<file path="src/rtl/pipe_pkg.sv">
// pipe_pkg
// Shared definitions for the pipelined processor stages.
//   CTRL_W_DEFAULT   default width of the decoded control bundle
//   CTRL_*           bit positions inside the control bundle
//   REG_ZERO         index of the hard-wired zero register
//   upd_e            what the ID/EX register does on a given clock edge
package pipe_pkg;

  localparam int CTRL_W_DEFAULT = 8;

  localparam int CTRL_REGWRITE = 0;
  localparam int CTRL_MEMREAD  = 1;
  localparam int CTRL_MEMWRITE = 2;
  localparam int CTRL_ALUSRC   = 3;
  localparam int CTRL_ALUOP_LO = 4;
  localparam int CTRL_ALUOP_HI = 7;

  localparam logic [4:0] REG_ZERO = 5'd0;

  // Mutually exclusive per-edge actions of the ID/EX register, already
  // resolved in priority order (flush > hold > bubble > load).
  typedef enum logic [1:0] {
    UPD_LOAD   = 2'd0,
    UPD_FLUSH  = 2'd1,
    UPD_HOLD   = 2'd2,
    UPD_BUBBLE = 2'd3
  } upd_e;

endpackage

</file>
<file path="src/rtl/hazard_detect.sv">
// hazard_detect
// Combinational load-use hazard detection. A load sitting in EX whose
// destination is read by the instruction in ID forces one bubble.
// Ports:
//   id_valid, id_rs, id_rt   instruction currently in ID
//   ex_valid, ex_memread,    instruction currently in EX
//   ex_rd
//   ex_stall                 downstream back-pressure
//   luh                      load-use hazard this cycle
//   stall_id                 hold PC and IF/ID this cycle
module hazard_detect
  import pipe_pkg::*;
(
  input  logic       id_valid,
  input  logic [4:0] id_rs,
  input  logic [4:0] id_rt,
  input  logic       ex_valid,
  input  logic       ex_memread,
  input  logic [4:0] ex_rd,
  input  logic       ex_stall,
  output logic       luh,
  output logic       stall_id
);

  // A load targeting register 0 produces nothing anyone can depend on.
  assign luh = id_valid && ex_valid && ex_memread && (ex_rd != REG_ZERO) &&
               ((ex_rd == id_rs) || (ex_rd == id_rt));

  assign stall_id = luh || ex_stall;

endmodule

</file>
<file path="src/rtl/id_ex_stage.sv">
// id_ex_stage
// ID/EX pipeline stage. Selects operands (write-through bypass of the
// same-cycle writeback, register 0 forced to zero), detects load-use
// hazards, and registers the instruction into the ID/EX register.
// Ports:
//   clk, rst                 clock (rising edge), async active-low reset
//   id_*                     instruction, operands and control from ID
//   wb_regwrite/wb_rd/wb_data  register-file write happening this cycle
//   flush                    kill the instruction entering EX
//   ex_stall                 EX cannot accept; hold ID/EX
//   stall_id                 hold PC and IF/ID
//   ex_*                     ID/EX register contents feeding EX
//   bubble_cnt               saturating count of load-use bubbles
module id_ex_stage
  import pipe_pkg::*;
#(
  parameter int DATA_W = 32,
  parameter int CTRL_W = CTRL_W_DEFAULT,
  parameter int CNT_W  = 16
) (
  input  logic              clk,
  input  logic              rst,
  input  logic              id_valid,
  input  logic [4:0]        id_rs,
  input  logic [4:0]        id_rt,
  input  logic [4:0]        id_rd,
  input  logic [DATA_W-1:0] id_rdata1,
  input  logic [DATA_W-1:0] id_rdata2,
  input  logic [DATA_W-1:0] id_imm,
  input  logic [CTRL_W-1:0] id_ctrl,
  input  logic              wb_regwrite,
  input  logic [4:0]        wb_rd,
  input  logic [DATA_W-1:0] wb_data,
  input  logic              flush,
  input  logic              ex_stall,
  output logic              stall_id,
  output logic              ex_valid,
  output logic [4:0]        ex_rs,
  output logic [4:0]        ex_rt,
  output logic [4:0]        ex_rd,
  output logic [DATA_W-1:0] ex_op1,
  output logic [DATA_W-1:0] ex_op2,
  output logic [DATA_W-1:0] ex_imm,
  output logic [CTRL_W-1:0] ex_ctrl,
  output logic [CNT_W-1:0]  bubble_cnt
);

  logic              luh;
  logic [DATA_W-1:0] op1;
  logic [DATA_W-1:0] op2;
  upd_e              upd;

  hazard_detect u_hazard (
    .id_valid   (id_valid),
    .id_rs      (id_rs),
    .id_rt      (id_rt),
    .ex_valid   (ex_valid),
    .ex_memread (ex_ctrl[CTRL_MEMREAD]),
    .ex_rd      (ex_rd),
    .ex_stall   (ex_stall),
    .luh        (luh),
    .stall_id   (stall_id)
  );

  // The register file writes on the edge but reads combinationally, so a
  // value being written this cycle is not yet visible on its read ports.
  // Register 0 is never initialised in the array, so it is forced here,
  // which also keeps an unknown read value from leaking into EX.
  always_comb begin
    op1 = id_rdata1;
    if (id_rs == REG_ZERO) begin
      op1 = '0;
    end else if (wb_regwrite && (wb_rd != REG_ZERO) && (wb_rd == id_rs)) begin
      op1 = wb_data;
    end
  end

  always_comb begin
    op2 = id_rdata2;
    if (id_rt == REG_ZERO) begin
      op2 = '0;
    end else if (wb_regwrite && (wb_rd != REG_ZERO) && (wb_rd == id_rt)) begin
      op2 = wb_data;
    end
  end

  // Resolve the edge action once; a redirect must kill the EX entry even
  // while EX is back-pressuring, so flush outranks the hold.
  always_comb begin
    upd = UPD_LOAD;
    if (flush) begin
      upd = UPD_FLUSH;
    end else if (ex_stall) begin
      upd = UPD_HOLD;
    end else if (luh) begin
      upd = UPD_BUBBLE;
    end
  end

  // ID/EX register. On flush and bubble only valid and control are
  // cleared; the data fields are don't-care once valid drops.
  always_ff @(posedge clk or negedge rst) begin
    if (!rst) begin
      ex_valid   <= 1'b0;
      ex_rs      <= '0;
      ex_rt      <= '0;
      ex_rd      <= '0;
      ex_op1     <= '0;
      ex_op2     <= '0;
      ex_imm     <= '0;
      ex_ctrl    <= '0;
      bubble_cnt <= '0;
    end else begin
      case (upd)
        UPD_FLUSH: begin
          ex_valid <= 1'b0;
          ex_ctrl  <= '0;
        end
        UPD_HOLD: begin
        end
        UPD_BUBBLE: begin
          ex_valid <= 1'b0;
          ex_ctrl  <= '0;
          if (bubble_cnt != {CNT_W{1'b1}}) begin
            bubble_cnt <= bubble_cnt + CNT_W'(1);
          end
        end
        default: begin
          ex_valid <= id_valid;
          ex_rs    <= id_rs;
          ex_rt    <= id_rt;
          ex_rd    <= id_rd;
          ex_op1   <= op1;
          ex_op2   <= op2;
          ex_imm   <= id_imm;
          ex_ctrl  <= id_valid ? id_ctrl : '0;
        end
      endcase
    end
  end

endmodule

</file>
<file path="config.mk">
export PLATFORM = sky130hd
export DESIGN_NAME = id_ex_stage
export DESIGN_NICKNAME = d
export VERILOG_FILES = /design/src/rtl/pipe_pkg.sv /design/src/rtl/hazard_detect.sv /design/src/rtl/id_ex_stage.sv
export SDC_FILE = /design/constraint.sdc
export NUM_CORES = 1
export LEC_CHECK = 0
export BUFFER_PORTS_ARGS = -buffer_cell sky130_fd_sc_hd__buf_2
export CAP_MARGIN = 20
export CORE_UTILIZATION = 30
export CTS_CLUSTER_DIAMETER = 30
export DETAILED_ROUTE_END_ITERATION = 10
export GPL_TIMING_DRIVEN = 0
export HOLD_SLACK_MARGIN = 0.12
export SYNTH_ARGS = -nofsm -noshare
export SYNTH_HDL_FRONTEND = slang
export SYNTH_SLANG_ARGS = --single-unit
export TNS_END_PERCENT = 20
</file>
<file path="constraint.sdc">
create_clock -name clk -period 2.85 [get_ports clk]
set_input_delay 0.1425 -clock clk [delete_from_list [all_inputs] [get_ports clk]]
set_output_delay 0.1425 -clock clk [all_outputs]
set_load 0.03 [all_outputs]
</file>
Word level (Yosys, flattened, before mapping)
Index checks and enable logic that the tools add are counted.
{"block": "totals", "n_memories": 0, "romBits": 0, "ram_bits": 0, "ff_bits": 136, "input_bits": 162, "latchBits": 0}
{"block": "op_classes", "bitwise_logic": 0, "shift": 0, "eq_ne": 8, "div_mod_pow": 0, "multipliers": 0, "addsub": 1, "mux": 10, "reduce_logical": 16, "n_lt_le_gt_ge": 0}
{"cell": "2-to-1 mux 32 bit", "count": 4}
{"cell": "== test 5 bit", "count": 4}
{"cell": "adder 16 x 1 -> 16 bit (second input constant)", "count": 1}
{"cell": "!= test 16 bit (second input constant)", "count": 1}
{"cell": "one-hot mux 8 bit (2 select lines)", "count": 1}
{"cell": "logical NOT 5 bit", "count": 2}
{"cell": "nonzero test 5 bit", "count": 2}
{"cell": "2-to-1 mux 8 bit", "count": 1}
{"cell": "logical AND 1 bit", "count": 7}
{"cell": "2-to-1 mux 2 bit", "count": 3}
{"cell": "== test 2 bit (second input constant)", "count": 2}
{"cell": "OR reduction 3 bit", "count": 1}
{"cell": "== test 2 x 1 -> 1 bit (second input constant)", "count": 1}
{"cell": "logical OR 1 bit", "count": 2}
{"cell": "one-hot mux 1 bit (2 select lines)", "count": 1}
{"cell": "AND reduction 2 bit", "count": 1}
{"cell": "OR reduction 2 bit", "count": 1}

Logic depth before layout (Yosys ltp)
Gate-level depths: netlist of the first run.
{"block": "logic_depth", "ltp_word": 10, "mapped_depth": 9, "depth_no_buf": 7}

Cells and area by module
A second synthesis of the first run with hierarchy kept.
{"block": "hier_totals", "cells_unflattened": 602, "area_unflattened_um2": 6736.5}
{"mod": "id_ex_stage", "cells_per_inst": 583, "seq_area_each_um2": 3403.3, "n_inst": 1, "area_per_inst_um2": 6590.1}
{"mod": "hazard_detect", "cells_per_inst": 19, "seq_area_each_um2": 0.0, "n_inst": 1, "area_per_inst_um2": 146.4}

Worst setup path before layout of the first run
No wires, ideal clock.
{"block": "synth_path", "kind": "reg-to-reg", "startpoint": "register ex_rd[0]", "endpoint": "register ex_imm[11]", "path_stages_with_launch": 8, "synth_period_minus_slack_ns": 2.205, "t_arrival_ns": 2.080, "slack_ns": 0.645, "t_required_ns": 2.725, "path_cell_list": "dfrtp_1 or4_1 o2111ai_2 or2_4 nand2_2 buf_6 buf_6 mux2_4"}
{"block": "synth_between", "elab_chain_cells": 8, "word_cells_on_any_way": 13, "classes_between": "eq/ne (5); mux (3); reduce/logical (5)"}
{"item": "start: declaration", "line": "id_ex_stage.sv:40", "text": "output logic [4:0] ex_rd,"}
{"item": "start signal: assignment", "line": "id_ex_stage.sv:132", "text": "ex_rd <= id_rd;"}
{"item": "== test 5 bit or nonzero test 5 bit (tied branches)", "line": "hazard_detect.sv:27, hazard_detect.sv:26"}
{"item": "logical OR 1 bit or logical AND 1 bit (tied branches)", "line": "hazard_detect.sv:27, hazard_detect.sv:26"}
{"item": "logical AND 1 bit (*)", "line": "hazard_detect.sv:26", "text": "assign luh = id_valid && ex_valid && ex_memread && (ex_rd != REG_ZERO) &&"}
{"item": "2-to-1 mux 2 bit (*)", "line": "id_ex_stage.sv:95", "text": "end else if (luh) begin"}
{"item": "2-to-1 mux 2 bit (*)", "line": "id_ex_stage.sv:93", "text": "end else if (ex_stall) begin"}
{"item": "2-to-1 mux 2 bit (*)", "line": "id_ex_stage.sv:91", "text": "if (flush) begin"}
{"item": "== test 2 bit or == test 2 x 1 -> 1 bit (tied branches)", "line": "id_ex_stage.sv:114", "text": "case (upd)"}
{"item": "OR reduction 3 bit (no line) (*)"}
{"item": "end signal: assignment", "line": "id_ex_stage.sv:135", "text": "ex_imm <= id_imm;"}
{"item": "end: declaration", "line": "id_ex_stage.sv:43", "text": "output logic [DATA_W-1:0] ex_imm,"}
Mark *: on every way between the ends. The rest lies on a longest branch, timed or not.
A chain may end at the register's enable or synchronous reset.

Final worst setup path of the first run
{"block": "layout_path", "startpoint": "register ex_rd[0]", "endpoint": "register ex_ctrl[0]"}
{"block": "layout_between", "elab_chain_cells": 9, "word_cells_on_any_way": 14, "classes_between": "eq/ne (5); mux (4); reduce/logical (5)"}
{"item": "== test 5 bit or nonzero test 5 bit (tied branches)", "line": "hazard_detect.sv:27, hazard_detect.sv:26"}
{"item": "logical OR 1 bit or logical AND 1 bit (tied branches)", "line": "hazard_detect.sv:27, hazard_detect.sv:26"}
{"item": "logical AND 1 bit (*)", "line": "hazard_detect.sv:26"}
{"item": "2-to-1 mux 2 bit (*)", "line": "id_ex_stage.sv:95"}
{"item": "2-to-1 mux 2 bit (*)", "line": "id_ex_stage.sv:93"}
{"item": "2-to-1 mux 2 bit (*)", "line": "id_ex_stage.sv:91"}
{"item": "== test 2 bit or == test 2 x 1 -> 1 bit (tied branches)", "line": "id_ex_stage.sv:114"}
{"item": "OR reduction 2 bit (no line)"}
{"item": "one-hot mux 8 bit (2 select lines)", "line": "id_ex_stage.sv:114"}
{"item": "end signal: assignment", "line": "id_ex_stage.sv:136", "text": "ex_ctrl <= id_valid ? id_ctrl : '0;"}
{"item": "end: declaration", "line": "id_ex_stage.sv:44", "text": "output logic [CTRL_W-1:0] ex_ctrl,"}
Marked as above.

==> metrics.txt, run 1 <==
fin nets 1,121; Placement Rows 52; max_cap viols 0; clock sinks 136; Clock power frac 0.337; Yosys cell types 36; antenna viol nets, final 0; Overflow after GRT 0; CTS Buffer Depth 2; crit path launch type flop; Crit Path Max Fanout 10; Area contributors post-synth dfrtp_1 55%, mux2i_1 10%, o2bb2ai_1 9.1%; initial DRC count 186; Sequential Power Share 0.396; CP required 3200 ps; outcome complete, no violations; DRC Markers 0; Skew-Pair Late Insertion Delay 410 ps; pwr/cell area 553 nW/um^2; clock-pin transition on the worst setup and hold timing paths 60 ps; root buf cell clkbuf_16; Die Height 146 microns; Synth warnings 0; Slew headroom 0.485; vias in the first global route 6,455; most common flop cell mapped by yosys dfrtp_1; Yosys top cell by area dfrtp_1; Die W 146 microns; total CTS buffers 17; syn_nets 616; Util after Layout 0.517; crit path DAT 3050 ps; initial core utilization 0.305; I/O pins 299; syn avg cell area 13.6 sq um; endpoint type of the worst setup path flop; fmax 370 MHz; final instance area 10,500 sq um; dpl ws 302 ps; antenna violations before repair 1; # port buffers 297; setup repair bufs after CTS 0; RSZ-0062 raised after global routing yes; hold crit path type primary input to flop; fraction of layout cells with a size suffix above 1 0.418; largest net degree at the start of global routing 73; Mapped Area 6180 sq um; Vias 5,779; Setup crit start ex_rd[0]$_DFFE_PN0N_; setup ws final 150 ps; Via density 4.66; switching pwr 1.83 mW; share of the synthesized area in the top cell type 0.551; launch point of the worst reg-to-reg path ex_rd[0]$_DFFE_PN0N_; power consumption 5.78 mW; CTS H-tree depth 4; Crit Path Category flop to flop; GRT Total Usage 0.206; Min-Delay Startpoint id_valid; WL final 21.3 mm; worst slew pin tran 769 ps; global-route wire length before repair 34.1 mm; synth-to-layout area growth 69.3%; fill count 1,754; Syn Inst Count 453; synthesis-stage register bit count 136; internal power 3.95 mW; final hold viol count 0; EDFF count, synth 0; placed inst area 8040 sq um; drt wl/cell 17.2 microns; ys async rst share 1.00; Final GP Congestion 0.806; Worst Skew 9.19 ps; CTS tree built; post-detail-place hpwl 13.7 mm; DR pass1 iterations 4; setup violators final 0; IR drop worst, VDD 0.000404 V; Core ar. 20,200 sq um; Comb power frac 0.267; Sw Ratio 0.317; Die Area 21,200 sq um; Slew Viols, Final 0; sequential-to-total area share from yosys stat 0.551; fin crit period 2700 ps; LEAKAGE 4.92 nW; final critical-path share of the clock period 0.947
==> worst paths after layout <==
check                      cells past startpoint                        end  slack, ps
max in group asynchronous                      3     ex_op2[30]$_DFFE_PN0N_       1790
hold / removal                                 4  bubble_cnt[0]$_DFFE_PN0P_        240
min in group asynchronous                      2  bubble_cnt[0]$_DFFE_PN0P_        300
setup reg to reg                               8     ex_ctrl[0]$_DFFE_PN0P_        150
hold reg to reg                                1     ex_op1[25]$_DFFE_PN0N_        480
setup / recovery                               8     ex_ctrl[0]$_DFFE_PN0P_        150
==> critical path, cell delays in order, from the launching register on <==
cell and delay [ps]:
dfrtp_1 440, or4_1 600, o2111ai_2 250, or2_4 180, buf_4 160, clkbuf_4 220
a32oi_1 120, nor2_1 110, dlygate4sd3_1 550
==> flip-flops by register name (all words and copies together) (netlist names) <==
register / flops
bubble_cnt: 16
ex_imm: 32
ex_op1: 32
ex_rd: 5
ex_rt: 5
ex_rs: 5
ex_op2: 32
ex_ctrl: 8
ex_valid: 1
==> cell usage in the layout (no fill, tap or decap), drive strengths merged, types with 2 or more instances in the layout <==
master       netlist  layout
nand3              8       8
and3               3       3
diode              0       2
a32oi              8       8
o2bb2ai           64      64
clkinv             0       7
clkinvlp           0       2
clkbuf             6      29
xnor2             13      13
nor2              14      14
buf               24     320
or4                4       4
nand2              8       8
a22oi              2       2
dlygate4sd3        0     188
nand4              3       3
nor3               6       6
o211ai             3       3
nor4               6       6
mux2i             64      64
xor2              22      22
and4               2       2
mux2              48      48
dfrtp            136     136
==> layout make-up <==
type	count	area (sq um)	share of cell area
inverters	1	3.75	0.000359
clock inverters	9	53.8	0.00514
flip-flops and latches	136	3400	0.325
well taps	270	338	0.0323
multi-input cells	286	2620	0.250
diodes	2	5.00	0.000478
repair buffers	486	3400	0.325
plain buffers	30	178	0.0170
clock buffers	21	460	0.0440
==> synthesized netlist by cell type (2+ instances only) <==
library cell	instances
a22oi_1	2
a32oi_1	8
and3_1	3
and4_1	2
buf_2	18
buf_4	2
buf_6	4
clkbuf_1	6
dfrtp_1	136
mux2_2	28
mux2_4	20
mux2i_1	64
nand2_1	7
nand3_1	8
nand4_1	3
nor2_1	14
nor3_1	5
nor4_1	4
nor4_2	2
o211ai_1	2
o2bb2ai_1	64
or4_1	4
xnor2_1	13
xor2_1	22
==> layer usage <==
layer,global-route usage,part of all wire
met3,0.0592,0.064
met2,0.356,0.50
met1,0.242,0.42
met4,0.0747,0.021
met5,0,0
==> stage by stage <==
stage                     TNS [ps]  hold slack (ps)  std cells
after floorplan                  0             -153        453
final                            0              244       1241
after global placement      -46520              374       1020
after global routing         -15.3              253       1240
after detailed placement         0              208       1021
after CTS                        0              225       1239
==> logic make-up (layout without fill, tap and decap cells) <==
family                   count (synthesis)  in the layout  share of synthesized area
AO/OA/AOI/OAI                           80             80                      0.113
XOR/XNOR                                35             35                     0.0496
adder cells (fa/ha/maj)                  1              1                    0.00202
buffers and inverters                   31            547                     0.0285
flip-flops                             136            136                      0.551
multiplexers                           112            112                      0.203
other                                    0              2                          0
AND/OR/NAND/NOR                         58             58                     0.0524
==> timing repair <==
| item | 4_1_cts | 5_1_grt |
|---|---|---|
| setup endpoints to repair | 0 | 50 |
| gates resized for setup | 0 | 4 |
| endpoints found under the hold margin | 191 | 0 |
| hold buffers | 188 | 0 |
==> power by group through the flow <==
| stage | Sequential [mW] | Combinational [mW] | Clock, mW |
|---|---|---|---|
| global placement | 2.31 | 1.31 | 0 |
| detailed placement | 2.31 | 1.33 | 0 |
| CTS | 2.28 | 1.53 | 2.02 |
| global route | 2.32 | 1.64 | 2.09 |
| finish | 2.29 | 1.55 | 1.95 |
| floorplan | 2.76 | 0.356 | 0 |
Power figures use the tool's default switching activity.
==> run 2, diff against run 1 <==
--- a/constraint.sdc
+++ b/constraint.sdc
@@ -3,2 +3,2 @@
 set_output_delay 0.1425 -clock clk [all_outputs]
-set_load 0.03 [all_outputs]
+set_load 0.1 [all_outputs]
==> run 2 against run 1 <==
Compared with the run above:
- non-clock buffer count up 3
- routed wire length grew 2.1%
- final area rose by 1.4%
- register-to-register slack better by 90 ps
- total power up 30%
- clock power rose by 24%
- core utilization up 0.70 points
- final cell count increased by 0.16%
- global-route usage increased by 0.32 points
- critical path type is now flop to output port
- highest routed layer unchanged
==> metrics.txt, run 2 (synthesized netlist as in run 1, its figures left out) <==
outcome complete, no violations; Placement Rows 52; initial core utilization 0.305; Buffers & Inverters on Critical Path 2; Sw Ratio 0.414; fraction of layout cells with a size suffix above 1 0.417; largest net degree at the start of global routing 71; Clock power frac 0.323; CP required 2710 ps; setup violators final 0; total CTS buffers 17; Slew headroom 0.394; RSZ-0062 raised after global routing no; Crit Path Max Fanout 19; Antenna Cells 0; DRC Markers 0; setup repair bufs after CTS 0; Regs by FF count ex_imm x32, ex_op1 x32, ex_op2 x32; worst slew pin tran 901 ps; RR Endpoint ex_ctrl[3]$_DFFE_PN0P_; final critical-path share of the clock period 0.920; commonest non-fill, non-tap cell in the layout buf_2; endpoint type of the worst setup path output port; Sequential Power Share 0.306; Slowest-stage cell, CP or4_1; clock sinks 136; Via density 4.70; Worst Skew 8.43 ps; CTS Buffer Depth 2; power consumption 7.50 mW; DR pass1 iterations 4; internal power 4.39 mW; Worst path max stage delay 610 ps; CP top delay family simple AND/OR/NAND/NOR gates; antenna violations before repair 0; pwr/cell area 707 nW/um^2; post-detail-place hpwl 14.2 mm; I/O pins 299; Die W 146 microns; Slew Viols, Final 0; switching pwr 3.11 mW; critical-path cell list or4_1 -> o2111ai_2 -> or2_4 -> buf_4 -> nand2b_2 -> clkbuf_4; Overflow after GRT 0; IR drop worst, VDD 0.000525 V; final hold viol count 0; LEAKAGE 4.99 nW; hold crit path type primary input to flop; antenna viol nets, final 0; clock-pin transition on the worst setup and hold timing paths 60 ps; Die Height 146 microns; Worst R2R Setup Slack 240 ps; WL final 21.8 mm; max_cap viols 0; CTS tree built; Hold Path End ex_op1[1]$_DFFE_PN0N_; crit path DAT 2480 ps; fin nets 1,124; Crit Path Category flop to output port; synth-to-layout area growth 71.6%; Vias 5,838; GRT Total Usage 0.209; crit path launch type flop; Skew-Pair Late Insertion Delay 410 ps; initial DRC count 202; vias in the first global route 6,415; Comb power frac 0.371; # port buffers 297; CTS H-tree depth 4; Core ar. 20,200 sq um; drt wl/cell 17.5 microns; Min-Delay Startpoint wb_data[1]; launch point of the worst reg-to-reg path ex_rd[0]$_DFFE_PN0N_; Final GP Congestion 0.832; fin crit period 2620 ps; Worst R2R Path Depth 7; post-route setup TNS 0 ps; global-route wire length before repair 34.4 mm; Hold Path Depth 3; Die Area 21,200 sq um; root buf cell clkbuf_16; commonest cells after routing, fill and taps aside 312 x buf_2, 192 x dlygate4sd3_1, 136 x dfrtp_1, 64 x mux2i_1, 64 x o2bb2ai_1; fmax 382 MHz
## run 2: changes by cell type in the layout (fill, tap and decap cells not counted), sizes merged
| cell | previous run | this run |
|---|---|---|
| bufinv | 0 | 5 |
| clkbuf | 29 | 27 |
| clkinv | 7 | 5 |
| clkinvlp | 2 | 1 |
| diode | 2 | 0 |
| dlygate4sd3 | 188 | 192 |
## run 2: worst max-delay path by stage
stage / slack [ps] / cells after the start / start / end
finish: 230 / 6 / ex_rd[0]$_DFFE_PN0N_ / stall_id
global route: 150 / 6 / ex_rd[0]$_DFFE_PN0N_ / stall_id
CTS: 0.05 / 7 / ex_rd[0]$_DFFE_PN0N_ / stall_id
detailed placement: 320 / 6 / ex_rd[0]$_DFFE_PN0N_ / ex_op2[5]$_DFFE_PN0N_
global placement: -350 / 1 / rst / ex_imm[22]$_DFFE_PN0N_
floorplan: 250 / 6 / ex_rd[0]$_DFFE_PN0N_ / stall_id
## run 2: tightest hold or removal path: stages
cell	delay, ps
buf_2	120
mux2i_1	120
o2bb2ai_1	170
## run 2: final cells by class
class | count | area, sq um
plain buffers | 29 | 168
clock inverters | 11 | 198
well taps | 270 | 338
multi-input cells | 286 | 2600
repair buffers | 490 | 3440
inverters | 1 | 3.75
flip-flops and latches | 136 | 3400
fillers | 1731 | 9630
clock buffers | 20 | 447
## run 2: metrics by stage
step	std cells	hold WS, ps	setup slack, ps	cell area, sq um	util
after detailed placement	1021	178	315	8040	0.397
after CTS	1244	160	0.0497	10600	0.524
after floorplan	453	-153	253	6180	-
final	1243	184	229	10600	0.524
after global placement	1020	373	-345	8010	0.396
after global routing	1243	166	147	10600	0.524
## run 2: what timing repair did
action                     in CTS  in global routing
hold endpoints to repair      186                  0
gates resized for setup         0                  1
hold buffers                  192                  0
setup endpoints to repair       0                  2
## run 2: routing by layer
metal / vias to the layer above / part of all wire / GRT usage
met1: 2823 / 0.41 / 0.241
met3: 36 / 0.067 / 0.0614
met5: - / 0 / 0
met2: 260 / 0.50 / 0.367
li1: 2719 / - / -
met4: 0 / 0.023 / 0.0742
## run 2: power groups by stage
stage	sequential, mW	combinational, mW	clock (mW)
floorplan	3.96	0.367	0
global placement	2.31	2.55	0
detailed placement	2.32	2.56	0
CTS	2.29	2.77	2.49
global route	2.32	2.87	2.54
finish	2.29	2.78	2.42
==> run 3, diff against run 2 <==
- ABC_AREA: default -> 1
==> run 3 against run 2 <==
Compared with the run above:
- count of clock-buffer cells in the layout shrank 2
- clock power fell by 2%
- non-clock buffer count fell by 22
- core utilization shrank 5.0 points
==> metrics.txt, run 3 <==
CP required 3200 ps; Core ar. 23,400 sq um; launch point of the worst reg-to-reg path ex_rd[1]$_DFFE_PN0N_; fin nets 1,600; fin crit period 2640 ps; power consumption 7.28 mW; Synth warnings 0; I/O pins 299; Antenna Cells 0; Min-Delay Startpoint id_rdata1[4]; Via density 4.69; Die W 156 microns; endpoint type of the worst setup path flop; vias in the first global route 8,141; fmax 378 MHz; pwr/cell area 657 nW/um^2; crit path launch type primary input; crit path DAT 2990 ps; most common flop cell mapped by yosys dfrtp_1; Comb power frac 0.363; Area contributors post-synth dfrtp_1 48%, nand2_1 18%, nand3_1 13%; final critical-path share of the clock period 0.927; fill count 2,355; worst slew pin tran 712 ps; Slew Viols, Final 0; CTS Buffer Depth 2; EDFF count, synth 0; post-route setup TNS 0 ps; initial core utilization 0.305; RSZ-0062 raised after global routing no; setup ws final 207 ps; WL final 27.6 mm; ys async rst share 1.00; Regs by FF count ex_imm x32, ex_op1 x32, ex_op2 x32; Hold Path Depth 5; Yosys cell types 23; sequential-to-total area share from yosys stat 0.477; Util after Layout 0.474; Yosys top cell by area dfrtp_1; commonest cells after routing, fill and taps aside 335 x nand2_1, 313 x buf_2, 182 x nand3_1, 141 x dlygate4sd3_1, 136 x dfrtp_1; setup violators final 0; Crit Path Max Fanout 10; share of the synthesized area in the top cell type 0.477; post-detail-place hpwl 19.2 mm; GRT Total Usage 0.226; Placement Rows 56; Hold Path End ex_op1[4]$_DFFE_PN0N_; antenna violations before repair 0; outcome complete, no violations; antenna viol nets, final 0; Crit Path Category primary input to flop; Clock power frac 0.325; fin cells 1,769; Worst R2R Setup Slack 380 ps; drt wl/cell 15.6 microns; hold crit path type primary input to flop; Syn Inst Count 979; Die Area 24,400 sq um; LEAKAGE 6.26 nW; CTS tree built; CTS H-tree depth 4; syn_nets 1,142; Skew-Pair Late Insertion Delay 420 ps; internal power 4.07 mW; fraction of layout cells with a size suffix above 1 0.253; clock sinks 136; final hold viol count 0; commonest non-fill, non-tap cell in the layout nand2_1; Sequential Power Share 0.312; initial DRC count 504; Vias 8,301; DRC Markers 0; DR pass1 iterations 7; Overflow after GRT 0; Mapped Area 7140 sq um; IR drop worst, VDD 0.000404 V; largest net degree at the start of global routing 82; root buf cell clkbuf_16; Worst R2R Path Depth 10; Final GP Congestion 0.871; synth-to-layout area growth 55.4%; clock-pin transition on the worst setup and hold timing paths 60 ps; Worst Skew 11.3 ps; global-route wire length before repair 42.5 mm; top-count cell post-synth nand2_1; max_cap viols 0; top cells by count, synth 335 x nand2_1, 182 x nand3_1, 136 x dfrtp_1; Die Height 156 microns; Slew headroom 0.524; Inst Count DP 1,596; RR Endpoint ex_ctrl[4]$_DFFE_PN0P_; # port buffers 297; dpl ws 676 ps; syn avg cell area 7.29 sq um; synthesis-stage register bit count 136; Sw Ratio 0.442; switching pwr 3.22 mW; total CTS buffers 17
## run 3: cell count changes after synthesis, moves of 21 or more
cell       change
nand2_1      +328
nand3_1      +174
o21ai_0       +30
mux2i_1       -64
mux2_2        -28
inv_1        +126
o2bb2ai_1     -64
o21ai_1       +42
clkbuf_1      +21
## run 3: cells by family after synthesis
logic type                 share of synthesized area
xor gates and xnor gates                      0.0233
adders and majority gates                    0.00175
and+or+nand+nor                                0.335
AOI/OAI and AO/OA                             0.0522
buffers and inverters                          0.111
DFF                                            0.477
## run 3: layout make-up
class	instances	area [sq um]	share of cell area
Clock inverter	14	186	0.0168
Tap cell	319	399	0.0360
Multi-Input combinational cell	655	2950	0.266
Timing Repair Buffer	439	2930	0.264
Clock buffer	18	429	0.0387
Sequential cell	136	3400	0.307
Inverter	130	488	0.0440
Buffer	58	307	0.0276
## run 3: power groups by stage
stage	registers, mW	clock network [mW]	logic (mW)
2_1_floorplan	3.82	0	0.391
3_3_place_gp	2.30	0	2.47
3_5_place_dp	2.30	0	2.49
4_1_cts	2.27	2.41	2.64
5_1_grt	2.30	2.51	2.77
6_report	2.27	2.37	2.64
## run 3: metal layers
metal / GRT usage / part of all wire
met5: 0 / 0
met4: 0.106 / 0.038
met3: 0.0476 / 0.060
met2: 0.389 / 0.49
met1: 0.268 / 0.42
## run 3: per-stage QoR
| step | instance area, sq um | hold slack [ps] |
|---|---|---|
| floorplan | 7140 | -153 |
| global placement | 9020 | 369 |
| detailed placement | 9060 | 162 |
| CTS | 11100 | 120 |
| global route | 11100 | 139 |
| finish | 11100 | 131 |
## run 3: worst max path at each step
stage	slack, ps	from	depth (start not counted)	end
floorplan	160	ex_rd[1]$_DFFE_PN0N_	10	stall_id
global placement	-490	rst	1	ex_op1[18]$_DFFE_PN0N_
detailed placement	680	ex_rd[1]$_DFFE_PN0N_	11	stall_id
CTS	80	id_rt[2]	13	ex_op2[28]$_DFFE_PN0N_
global route	60	ex_rd[1]$_DFFE_PN0N_	11	stall_id
finish	210	id_rt[3]	10	ex_op2[12]$_DFFE_PN0N_
## run 3: critical path, cell delays in order
cell and delay, ps:
dlygate4sd3_1 530, buf_2 170, xor2_1 150, nor2_1 560, nand2_1 310, buf_2 280, nand2_1 90, nand3_1 60
dlygate4sd3_1 590, o21ai_1 110
## run 3: what timing repair did
item | CTS | global route
resized for setup | 0 | 2
hold buffers | 141 | 0
setup endpoints to repair | 0 | 9
hold endpoints to repair | 173 | 0
setup buffers | 0 | 0
